==> config.mk <==
export PLATFORM = sky130hd
export DESIGN_NAME = pixel_stream_capture_flat
export DESIGN_NICKNAME = d
export VERILOG_FILES = /design/src/rtl/pixel_capture_pkg.sv /design/src/rtl/pixel_capture_if.sv /design/src/rtl/capture_coord_counter.sv /design/src/rtl/pixel_stream_capture.sv /design/src/flat_wrapper.sv
export SDC_FILE = /design/constraint.sdc
export NUM_CORES = 1
export LEC_CHECK = 0
export ABC_AREA = 1
export CAP_MARGIN = 30
export CORE_MARGIN = 4
export CORE_UTILIZATION = 45
export CTS_CLUSTER_DIAMETER = 40
export CTS_CLUSTER_SIZE = 40
export DETAILED_ROUTE_END_ITERATION = 16
export PLACE_DENSITY = 0.76
export SLEW_MARGIN = 20
export SYNTH_ARGS = -nofsm -noshare
export SYNTH_HDL_FRONTEND = slang
export SYNTH_HIERARCHICAL = 1
export SYNTH_SLANG_ARGS = --single-unit
==> constraint.sdc <==
create_clock -name iCLK -period 1.7 [get_ports iCLK]
set_input_delay 0.34 -clock iCLK [delete_from_list [all_inputs] [get_ports iCLK]]
set_output_delay 0.34 -clock iCLK [all_outputs]
set_load 0.005 [all_outputs]
==> src/rtl/pixel_capture_pkg.sv <==
// Shared types and widths for the sensor pixel stream capture block.
package pixel_capture_pkg;

    typedef enum logic [1:0] {
        IDLE     = 2'd0,
        WAIT_SOF = 2'd1,
        ACTIVE   = 2'd2
    } cap_state_t;

    localparam int unsigned X_W     = 10;
    localparam int unsigned Y_W     = 9;
    localparam int unsigned FRAME_W = 32;

endpackage

==> src/rtl/pixel_capture_if.sv <==
// Sensor-in / pixel-out bundle for pixel_stream_capture.
// oFrameErr exists only when PIXEL_CAPTURE_CHECK_EN is defined.
interface pixel_capture_if #(
    parameter int unsigned DATA_W = 12
);
    logic                                 iFVAL;
    logic                                 iLVAL;
    logic [DATA_W-1:0]                    iDATA;
    logic                                 iSTART;
    logic                                 iEND;
    logic [DATA_W-1:0]                    oDATA;
    logic                                 oDVAL;
    logic [pixel_capture_pkg::X_W-1:0]     oX_Cont;
    logic [pixel_capture_pkg::Y_W-1:0]     oY_Cont;
    logic [pixel_capture_pkg::FRAME_W-1:0] oFrame_Cont;
    logic                                 oBusy;
`ifdef PIXEL_CAPTURE_CHECK_EN
    logic                                 oFrameErr;
`endif

    // Capture block: consumes the sensor stream, produces the pixel stream.
    modport master (
        input  iFVAL, iLVAL, iDATA, iSTART, iEND,
`ifdef PIXEL_CAPTURE_CHECK_EN
        output oFrameErr,
`endif
        output oDATA, oDVAL, oX_Cont, oY_Cont, oFrame_Cont, oBusy
    );

    // Sensor and downstream consumer side.
    modport slave (
        output iFVAL, iLVAL, iDATA, iSTART, iEND,
`ifdef PIXEL_CAPTURE_CHECK_EN
        input  oFrameErr,
`endif
        input  oDATA, oDVAL, oX_Cont, oY_Cont, oFrame_Cont, oBusy
    );

endinterface

==> src/rtl/capture_coord_counter.sv <==
// Pixel coordinate counter: X wraps at COLUMN_WIDTH-1 and carries into Y,
// Y wraps at ROW_HEIGHT-1. Clear has priority over increment.
module capture_coord_counter
    import pixel_capture_pkg::*;
#(
    parameter int unsigned COLUMN_WIDTH = 640,
    parameter int unsigned ROW_HEIGHT   = 480
) (
    input  logic           iCLK,
    input  logic           iRST,
    input  logic           clear,
    input  logic           inc,
    output logic [X_W-1:0] x_cont,
    output logic [Y_W-1:0] y_cont
);

    localparam logic [X_W-1:0] X_LAST = X_W'(COLUMN_WIDTH - 1);
    localparam logic [Y_W-1:0] Y_LAST = Y_W'(ROW_HEIGHT - 1);

    // Advance the raster position on each accepted pixel.
    always_ff @(posedge iCLK or negedge iRST) begin
        if (!iRST) begin
            x_cont <= '0;
            y_cont <= '0;
        end else if (clear) begin
            x_cont <= '0;
            y_cont <= '0;
        end else if (inc) begin
            if (x_cont == X_LAST) begin
                x_cont <= '0;
                y_cont <= (y_cont == Y_LAST) ? '0 : y_cont + 1'b1;
            end else begin
                x_cont <= x_cont + 1'b1;
            end
        end
    end

endmodule

==> src/rtl/pixel_stream_capture.sv <==
// Sensor pixel stream capture: frame-aligned start/stop gating, pixel
// coordinates and a captured-frame counter. Two-stage pipeline (input
// register, output register), so iDATA at cycle n appears on oDATA at n+2.
// Optional PIXEL_CAPTURE_CHECK_EN adds a sticky oFrameErr for frames whose
// pixel count does not fill the full raster.
module pixel_stream_capture
    import pixel_capture_pkg::*;
#(
    parameter int unsigned DATA_W       = 12,
    parameter int unsigned COLUMN_WIDTH = 640,
    parameter int unsigned ROW_HEIGHT   = 480
) (
    input  logic            iCLK,
    input  logic            iRST,
    pixel_capture_if.master bus
);

    logic              mFVAL;
    logic              mLVAL;
    logic              pFVAL;
    logic [DATA_W-1:0] mDATA;

    cap_state_t        state;
    cap_state_t        state_next;
    logic              stop_pend;
    logic              stop_pend_next;
    logic              sof_accept;
    logic              sof;
    logic              eof;
    logic              pix_valid;

    logic [X_W-1:0]     x_cnt;
    logic [Y_W-1:0]     y_cnt;
    logic [DATA_W-1:0]  data_q;
    logic               dval_q;
    logic [X_W-1:0]     x_q;
    logic [Y_W-1:0]     y_q;
    logic [FRAME_W-1:0] frame_cnt;
    logic               busy_q;

    // Stage 1: register raw sensor inputs and keep one cycle of FVAL history.
    always_ff @(posedge iCLK or negedge iRST) begin
        if (!iRST) begin
            mFVAL <= 1'b0;
            mLVAL <= 1'b0;
            mDATA <= '0;
            pFVAL <= 1'b0;
        end else begin
            mFVAL <= bus.iFVAL;
            mLVAL <= bus.iLVAL;
            mDATA <= bus.iDATA;
            pFVAL <= mFVAL;
        end
    end

    assign sof       = mFVAL & ~pFVAL;
    assign eof       = ~mFVAL & pFVAL;
    assign pix_valid = (state == ACTIVE) & mFVAL & mLVAL;

    // Next-state logic: gating only changes on frame boundaries.
    always_comb begin
        state_next     = state;
        stop_pend_next = stop_pend;
        sof_accept     = 1'b0;
        unique case (state)
            IDLE: begin
                if (bus.iSTART && !bus.iEND) begin
                    state_next = WAIT_SOF;
                end
            end
            WAIT_SOF: begin
                if (bus.iEND) begin
                    state_next = IDLE;
                end else if (sof) begin
                    state_next = ACTIVE;
                    sof_accept = 1'b1;
                end
            end
            ACTIVE: begin
                if (bus.iEND) begin
                    stop_pend_next = 1'b1;
                end
                if (eof) begin
                    state_next     = (stop_pend || bus.iEND) ? IDLE : WAIT_SOF;
                    stop_pend_next = 1'b0;
                end
            end
            default: begin
                state_next     = IDLE;
                stop_pend_next = 1'b0;
            end
        endcase
    end

    // State register, busy flag and frame counter.
    always_ff @(posedge iCLK or negedge iRST) begin
        if (!iRST) begin
            state     <= IDLE;
            stop_pend <= 1'b0;
            busy_q    <= 1'b0;
            frame_cnt <= '0;
        end else begin
            state     <= state_next;
            stop_pend <= stop_pend_next;
            busy_q    <= (state_next != IDLE);
            if (sof_accept) begin
                frame_cnt <= frame_cnt + 1'b1;
            end
        end
    end

    capture_coord_counter #(
        .COLUMN_WIDTH (COLUMN_WIDTH),
        .ROW_HEIGHT   (ROW_HEIGHT)
    ) u_coord (
        .iCLK   (iCLK),
        .iRST   (iRST),
        .clear  (sof_accept),
        .inc    (pix_valid),
        .x_cont (x_cnt),
        .y_cont (y_cnt)
    );

    // Stage 2: output register; data and coordinates hold between pixels.
    always_ff @(posedge iCLK or negedge iRST) begin
        if (!iRST) begin
            dval_q <= 1'b0;
            data_q <= '0;
            x_q    <= '0;
            y_q    <= '0;
        end else begin
            dval_q <= pix_valid;
            if (pix_valid) begin
                data_q <= mDATA;
                x_q    <= x_cnt;
                y_q    <= y_cnt;
            end
        end
    end

    assign bus.oDATA       = data_q;
    assign bus.oDVAL       = dval_q;
    assign bus.oX_Cont     = x_q;
    assign bus.oY_Cont     = y_q;
    assign bus.oFrame_Cont = frame_cnt;
    assign bus.oBusy       = busy_q;

`ifdef PIXEL_CAPTURE_CHECK_EN
    logic frame_err;

    // Sticky flag: a captured frame ended without the raster wrapping to (0,0).
    always_ff @(posedge iCLK or negedge iRST) begin
        if (!iRST) begin
            frame_err <= 1'b0;
        end else if ((state == ACTIVE) && eof && ((x_cnt != '0) || (y_cnt != '0))) begin
            frame_err <= 1'b1;
        end
    end

    assign bus.oFrameErr = frame_err;
`endif

endmodule

==> src/flat_wrapper.sv <==
// flat-port wrapper written by rule: the top's interface ports become plain ports
module pixel_stream_capture_flat import pixel_capture_pkg::*;
#(
    parameter int unsigned DATA_W       = 12,
    parameter int unsigned COLUMN_WIDTH = 640,
    parameter int unsigned ROW_HEIGHT   = 480
)
  (iCLK, iRST, bus_iFVAL, bus_iLVAL, bus_iDATA, bus_iSTART, bus_iEND, bus_oDATA, bus_oDVAL, bus_oX_Cont, bus_oY_Cont, bus_oFrame_Cont, bus_oBusy);
  pixel_capture_if #(.DATA_W(DATA_W)) bus_i ();
  input  logic iCLK;
  input  logic iRST;
  input wire logic [$bits(bus_i.iFVAL)-1:0] bus_iFVAL;
  input wire logic [$bits(bus_i.iLVAL)-1:0] bus_iLVAL;
  input wire logic [$bits(bus_i.iDATA)-1:0] bus_iDATA;
  input wire logic [$bits(bus_i.iSTART)-1:0] bus_iSTART;
  input wire logic [$bits(bus_i.iEND)-1:0] bus_iEND;
  output wire logic [$bits(bus_i.oDATA)-1:0] bus_oDATA;
  output wire logic [$bits(bus_i.oDVAL)-1:0] bus_oDVAL;
  output wire logic [$bits(bus_i.oX_Cont)-1:0] bus_oX_Cont;
  output wire logic [$bits(bus_i.oY_Cont)-1:0] bus_oY_Cont;
  output wire logic [$bits(bus_i.oFrame_Cont)-1:0] bus_oFrame_Cont;
  output wire logic [$bits(bus_i.oBusy)-1:0] bus_oBusy;
  assign bus_i.iFVAL = bus_iFVAL;
  assign bus_i.iLVAL = bus_iLVAL;
  assign bus_i.iDATA = bus_iDATA;
  assign bus_i.iSTART = bus_iSTART;
  assign bus_i.iEND = bus_iEND;
  assign bus_oDATA = bus_i.oDATA;
  assign bus_oDVAL = bus_i.oDVAL;
  assign bus_oX_Cont = bus_i.oX_Cont;
  assign bus_oY_Cont = bus_i.oY_Cont;
  assign bus_oFrame_Cont = bus_i.oFrame_Cont;
  assign bus_oBusy = bus_i.oBusy;
  pixel_stream_capture #(.DATA_W(DATA_W), .COLUMN_WIDTH(COLUMN_WIDTH), .ROW_HEIGHT(ROW_HEIGHT)) u_core (.iCLK(iCLK), .iRST(iRST), .bus(bus_i));
endmodule
## Word level (Yosys, flattened, before mapping)

Cells that the tools add are included.

- $add $sub $neg: 3
- Equality and inequality tests: 5
- Muxes and demuxes: 19
- Bitwise logic cells: 7
- Reduce and logical (&&, ||, !) cells: 10

Operators by type and width:

| cell | count |
|---|---|
| 9-bit 2-to-1 mux | 4 |
| 32-bit by 1-bit adder with 32-bit output (second input constant) | 1 |
| 10-bit 2-to-1 mux | 3 |
| 10-bit by 1-bit adder with 10-bit output (second input constant) | 1 |
| 10-bit == test (second input constant) | 1 |
| 9-bit by 1-bit adder with 9-bit output (second input constant) | 1 |
| 9-bit == test (second input constant) | 1 |
| 2-bit 2-to-1 mux | 4 |
| 1-bit 2-to-1 mux | 6 |
| 2-bit one-hot mux with 3 select lines | 1 |
| 2-bit nonzero test | 3 |
| 1-bit bitwise AND | 4 |
| 2-bit AND reduction | 2 |
| 3-bit by 2-bit != test with 1-bit output (second input constant) | 1 |
| 1-bit NOT | 3 |
| 2-bit by 1-bit == test with 1-bit output (second input constant) | 1 |
| 2-bit == test (second input constant) | 1 |
| 2-bit zero test | 1 |
| 1-bit one-hot mux with 2 select lines | 1 |
| 2-bit OR reduction | 1 |
| 1-bit logical AND | 1 |
| 1-bit zero test | 1 |
| 1-bit logical OR | 1 |

- Bits in registers: 102
- Input port bits: 18
- Word-level logic and storage cells: 58

## Longest topological paths before layout

- Depth in word-level cells: 7
- Depth in mapped cells: 13
- Depth with buffers taken out: 12

## Cells and area by module

Netlist, hierarchy kept.

Modules (own cells, without submodules):

| module | instances | cells an instance | area each (µm²) | sequential area each (µm²) |
|---|---|---|---|---|
| pixel_stream_capture | 1 | 405 | 3606.0 | 2077.0 |
| capture_coord_counter | 1 | 152 | 1137.3 | 475.5 |

## Worst setup path before layout

No wires, ideal clock.

- Path kind: reg2reg
- Start point: register u_core.state[1]
- End point: register u_core.u_coord.x_cont[5]
- Arrival: 1599 ps
- Path slack: -18 ps
- Stages on the path, launching flop included: 12
- Buffers on the path: 1
- Clock period less this slack: 1718 ps
- Cell sequence: dfrtp_1 -> inv_1 -> nor2_1 -> nand3_1 -> inv_2 -> buf_2 -> inv_1 -> nand2_4 -> inv_2 -> nor3_1 -> xnor2_1 -> nor2_1

- Cells in the longest elaborated chain, start to end: 4

RTL lines:

| element | RTL line | source |
|---|---|---|
| start: declaration | pixel_stream_capture.sv:23 | `cap_state_t state;` |
| start signal: assignment | pixel_stream_capture.sv:103 | `state <= state_next;` |
| 2-bit == test | pixel_stream_capture.sv:58 | `assign pix_valid = (state == ACTIVE) & mFVAL & mLVAL;` |
| 1-bit bitwise AND (2 in series) | pixel_stream_capture.sv:58 |  |
| named net u_core.pix_valid | pixel_stream_capture.sv:30 | `logic pix_valid;` |
| 2-bit nonzero test (no source line) | -- |  |
| end signal: assignment | capture_coord_counter.sv:33 | `x_cont <= x_cont + 1'b1;` |
| end: declaration | capture_coord_counter.sv:13 | `output logic [X_W-1:0] x_cont,` |

The timed path passes the listed nets, and every way through them passes these cells.
A chain may end at the register's enable or synchronous reset.

## Final worst setup path

- Start point: register u_core.frame_cnt[27], in the netlist u_core/bus.oFrame_Cont[27]
- End point: output port bus_oFrame_Cont[27]

RTL lines:

| element | RTL line | source |
|---|---|---|
| start: declaration | pixel_stream_capture.sv:38 | `logic [FRAME_W-1:0] frame_cnt;` |
| start signal: assignment | pixel_stream_capture.sv:107 | `frame_cnt <= frame_cnt + 1'b1;` |
| end: declaration | flat_wrapper.sv:21 | `output wire logic [$bits(bus_i.oFrame_Cont)-1:0] bus_oFrame_Cont;` |

No word-level cell between the ends.

==> flow_metrics.tcl <==
set metrics [dict create \
    final-setup-viol-count 0 \
    r2r_cells 11 \
    postSynthAreaPerCell_um2 8.52 \
    yosysWarnings 6 \
    multi_input_comb_area_mm2 0.00199 \
    grt_remaining_overflow 0 \
    worst-endpoint-required_ns 1.36 \
    final_min_period_over_clock_period 0.980 \
    fin_max_slew_vios 0 \
    cp-startpoint "u_core/bus.oFrame_Cont[27]" \
    number_of_placed_instances_taps_included 788 \
    timing_worst_slew_pin_value_ns 0.426 \
    finalClockSkew_ns 0.0159 \
    routed_wirelength_um 11300 \
    n_antenna_cell 0 \
    status "completed" \
    slew_headroom 0.716 \
    grt_start_max_net_pins 34 \
    number_of_nets_in_the_final_layout 714 \
    static_leakage_power_nw 3.12 \
    cts.clk_slew.worst_paths_ns 0.11 \
    layout.core_utilization 0.618 \
    cpLargestDelayFamily "buffers and inverters" \
    timing.fmax_mhz 600 \
    detailedRoute.firstIterationViolations 182 \
    cpMaxStageDelayCell "sky130_fd_sc_hd__clkdlybuf4s50_1" \
    worst_setup_path_end_kind "primary output" \
    max_stage_delay_ns 0.53 \
    area.growth.synth_to_final_pct 33.9 \
    critical_path.reg2reg.endpoint "u_core/u_coord/x_cont[9]" \
    critical_path.startpoint_type "flop" \
    yosys_register_bits 102 \
    cts_tree "done" \
    detailed_place_hpwl_um 7940 \
    hold_viol_final 0 \
    critical_path_arrival_ns 1.33 \
    h-tree-depth 3 \
    core-area_mm2 0.0103 \
    grt_pass1_wl_um 18600 \
    layout-drive-gt1-share 0.175 \
    syn_nets 578 \
    worst-path-stages 1 \
    dominantRegCellSynth "sky130_fd_sc_hd__dfrtp_1" \
    critical_path.endpoint "bus_oFrame_Cont[27]" \
    proportion_of_synthesized_chip_area_in_sequential_cells 0.538 \
    synthCells 557 \
    initial_util 0.462 \
    post_drt_via_cell_ratio 4.91 \
    asyncSetResetFlopFracSynth 1.00 \
    cts.root.buffer_cell "sky130_fd_sc_hd__clkbuf_8" \
    final.fill_count 879 \
    clk_latency_ns 0.37 \
    avgRoutedWirePerCell_um 13.5 \
    max_rail_drop_vdd_mv 0.415 \
    cp_max_fo 3 \
    route.vias.total 4091 \
    timing.critical_path.cells "clkdlybuf4s50_1" \
    power_density_mw_per_mm2 834 \
    maxCapViolCount 0 \
    clock-sinks 102 \
    post_drt_antenna_nets 0 \
    dieHeight_um 111 \
    grt_pass1_vias 4086 \
    globalplace.congestion 0.912 \
    drcViolationCount 0 \
    worst_hold_path_type "in2reg" \
    synth.cell_area_mm2 0.00474 \
    grt_antenna_before_repair 0 \
    r2r_start "u_core/state[1]" \
    ioPinCount 83 \
    synth_edf_count 0 \
    final_period_minus_worst_setup_slack_ns 1.67 \
    timing.hold.ws_ns 0.399 \
    std_cell_rows 37 \
    portBuffers 82 \
    path_buf_inv 1 \
    criticalPathCategory "reg2out" \
    hold_path_startpoint "bus_iDATA[6]" \
    dieArea_mm2 0.0122 \
    drt-pass1-iter-count 4 \
    die_w_um 111 \
    global_route.usage.total 0.182 \
    cts-buffers-inserted 9 \
    cts-root-to-sink-buffers 2 \
    register_area_mm2 0.00257 \
    post_synth_num_cell_types 31 \
    final_cell_count_no_fill 834 \
    r2r_setup_slack_ns 0.12 \
]
## placed cells by master (no fill, tap or decap), types with 9 or more instances in the layout
| cell type | instances |
|---|---|
| sky130_fd_sc_hd__nand4_1 | 12 |
| sky130_fd_sc_hd__dfrtp_1 | 88 |
| sky130_fd_sc_hd__nor2_1 | 47 |
| sky130_fd_sc_hd__clkbuf_8 | 9 |
| sky130_fd_sc_hd__clkdlybuf4s50_1 | 77 |
| sky130_fd_sc_hd__nand2_2 | 9 |
| sky130_fd_sc_hd__xnor2_1 | 12 |
| sky130_fd_sc_hd__xor2_1 | 12 |
| sky130_fd_sc_hd__nand2_1 | 216 |
| sky130_fd_sc_hd__nand3_1 | 23 |
| sky130_fd_sc_hd__dfrtp_2 | 14 |
| sky130_fd_sc_hd__buf_4 | 46 |
| sky130_fd_sc_hd__inv_1 | 46 |
## power by group
group / switching, mW / internal [mW] / total [mW]
clock: 0.888 / 0.554 / 1.44
sequential: 0.205 / 2.69 / 2.90
combinational: 0.403 / 0.555 / 0.958
total: 1.50 / 3.80 / 5.30
## flip-flops by register name (all words and copies together) (netlist names), 2 cells and up
register / count
u_core/bus.oY_Cont: 9
u_core/u_coord/y_cont: 9
u_core/bus.oX_Cont: 10
u_core/bus.oDATA: 12
u_core/mDATA: 12
u_core/bus.oFrame_Cont: 32
u_core/u_coord/x_cont: 10
u_core/state: 2
## cells in the mapped netlist, drive strengths merged, types with 7 or more instances
| cell | number | area share |
|---|---|---|
| nand3 | 28 | 0.035 |
| inv | 50 | 0.040 |
| xnor2 | 12 | 0.022 |
| xor2 | 12 | 0.022 |
| o21ai | 7 | 0.0074 |
| nand4 | 12 | 0.016 |
| nand3b | 8 | 0.013 |
| dfrtp | 102 | 0.54 |
| nor2 | 62 | 0.065 |
| a21oi | 7 | 0.0074 |
| nand2 | 228 | 0.19 |
| nor3 | 11 | 0.014 |
## worst register-to-register path, delay by kind of cell (launching register included)
family	cells	cell delay (ns)
buffers and inverters	4	0.35
flip-flops	1	0.42
AND/OR/NAND/NOR	7	0.71
## through the flow
| step | setup TNS [ns] | setup slack [ns] | total power, mW | instance area (um^2) |
|---|---|---|---|---|
| floorplan | 0 | 0.0441 | 3.23 | 4750 |
| global placement | -3.56 | -0.165 | 3.82 | 5880 |
| detailed placement | -5.14 | -0.201 | 3.86 | 5880 |
| CTS | 0 | 0.00164 | 5.30 | 6140 |
| global route | -0.0252 | -0.0112 | 5.58 | 6350 |
| finish | 0 | 0.0341 | 5.30 | 6350 |
## how the worst min path moves through the flow
stage	end	slack, ns	depth (start not counted)
2_1_floorplan	u_core/bus.oBusy	0.04	0
3_3_place_gp	u_core/bus.oX_Cont[3]	0.31	1
3_5_place_dp	u_core/bus.oX_Cont[3]	0.30	1
4_1_cts	u_core/mDATA[6]	0.38	1
5_1_grt	u_core/mDATA[8]	0.38	1
6_report	u_core/mDATA[6]	0.40	1
## cells by family after synthesis
| logic type | after synthesis | share of synthesized area |
|---|---|---|
| xor+xnor | 24 | 0.0443 |
| simple gates | 353 | 0.338 |
| fa+ha+maj | 3 | 0.00791 |
| flops | 102 | 0.538 |
| buf+inv | 57 | 0.0475 |
| compound gates | 18 | 0.0237 |
## final cells by class
class                   instances  share of cell area
flip-flops and latches        102               0.405
repair buffers                132               0.197
inverters                      50              0.0299
clock inverters                 7             0.00887
multi-input cells             398               0.313
well taps                     136              0.0268
clock buffers                   9              0.0195
## what timing repair did
action | in CTS | in global routing
pin swaps | 0 | 2
gates resized for setup | 11 | 14
buffers inserted | 8 | 21
hold buffers | 1 | 0
setup endpoints to repair | 18 | 42
endpoints found under the hold margin | 24 | 0
## routing by layer
| layer | GRT usage | part of all wire | vias up |
|---|---|---|---|
| li1 | - | - | 2007 |
| met5 | 0 | 0 | - |
| met4 | 0.0747 | 0.017 | 0 |
| met1 | 0.233 | 0.44 | 1948 |
| met2 | 0.305 | 0.50 | 114 |
| met3 | 0.0338 | 0.042 | 22 |
No activity file was read; power rests on OpenSTA's default activity.
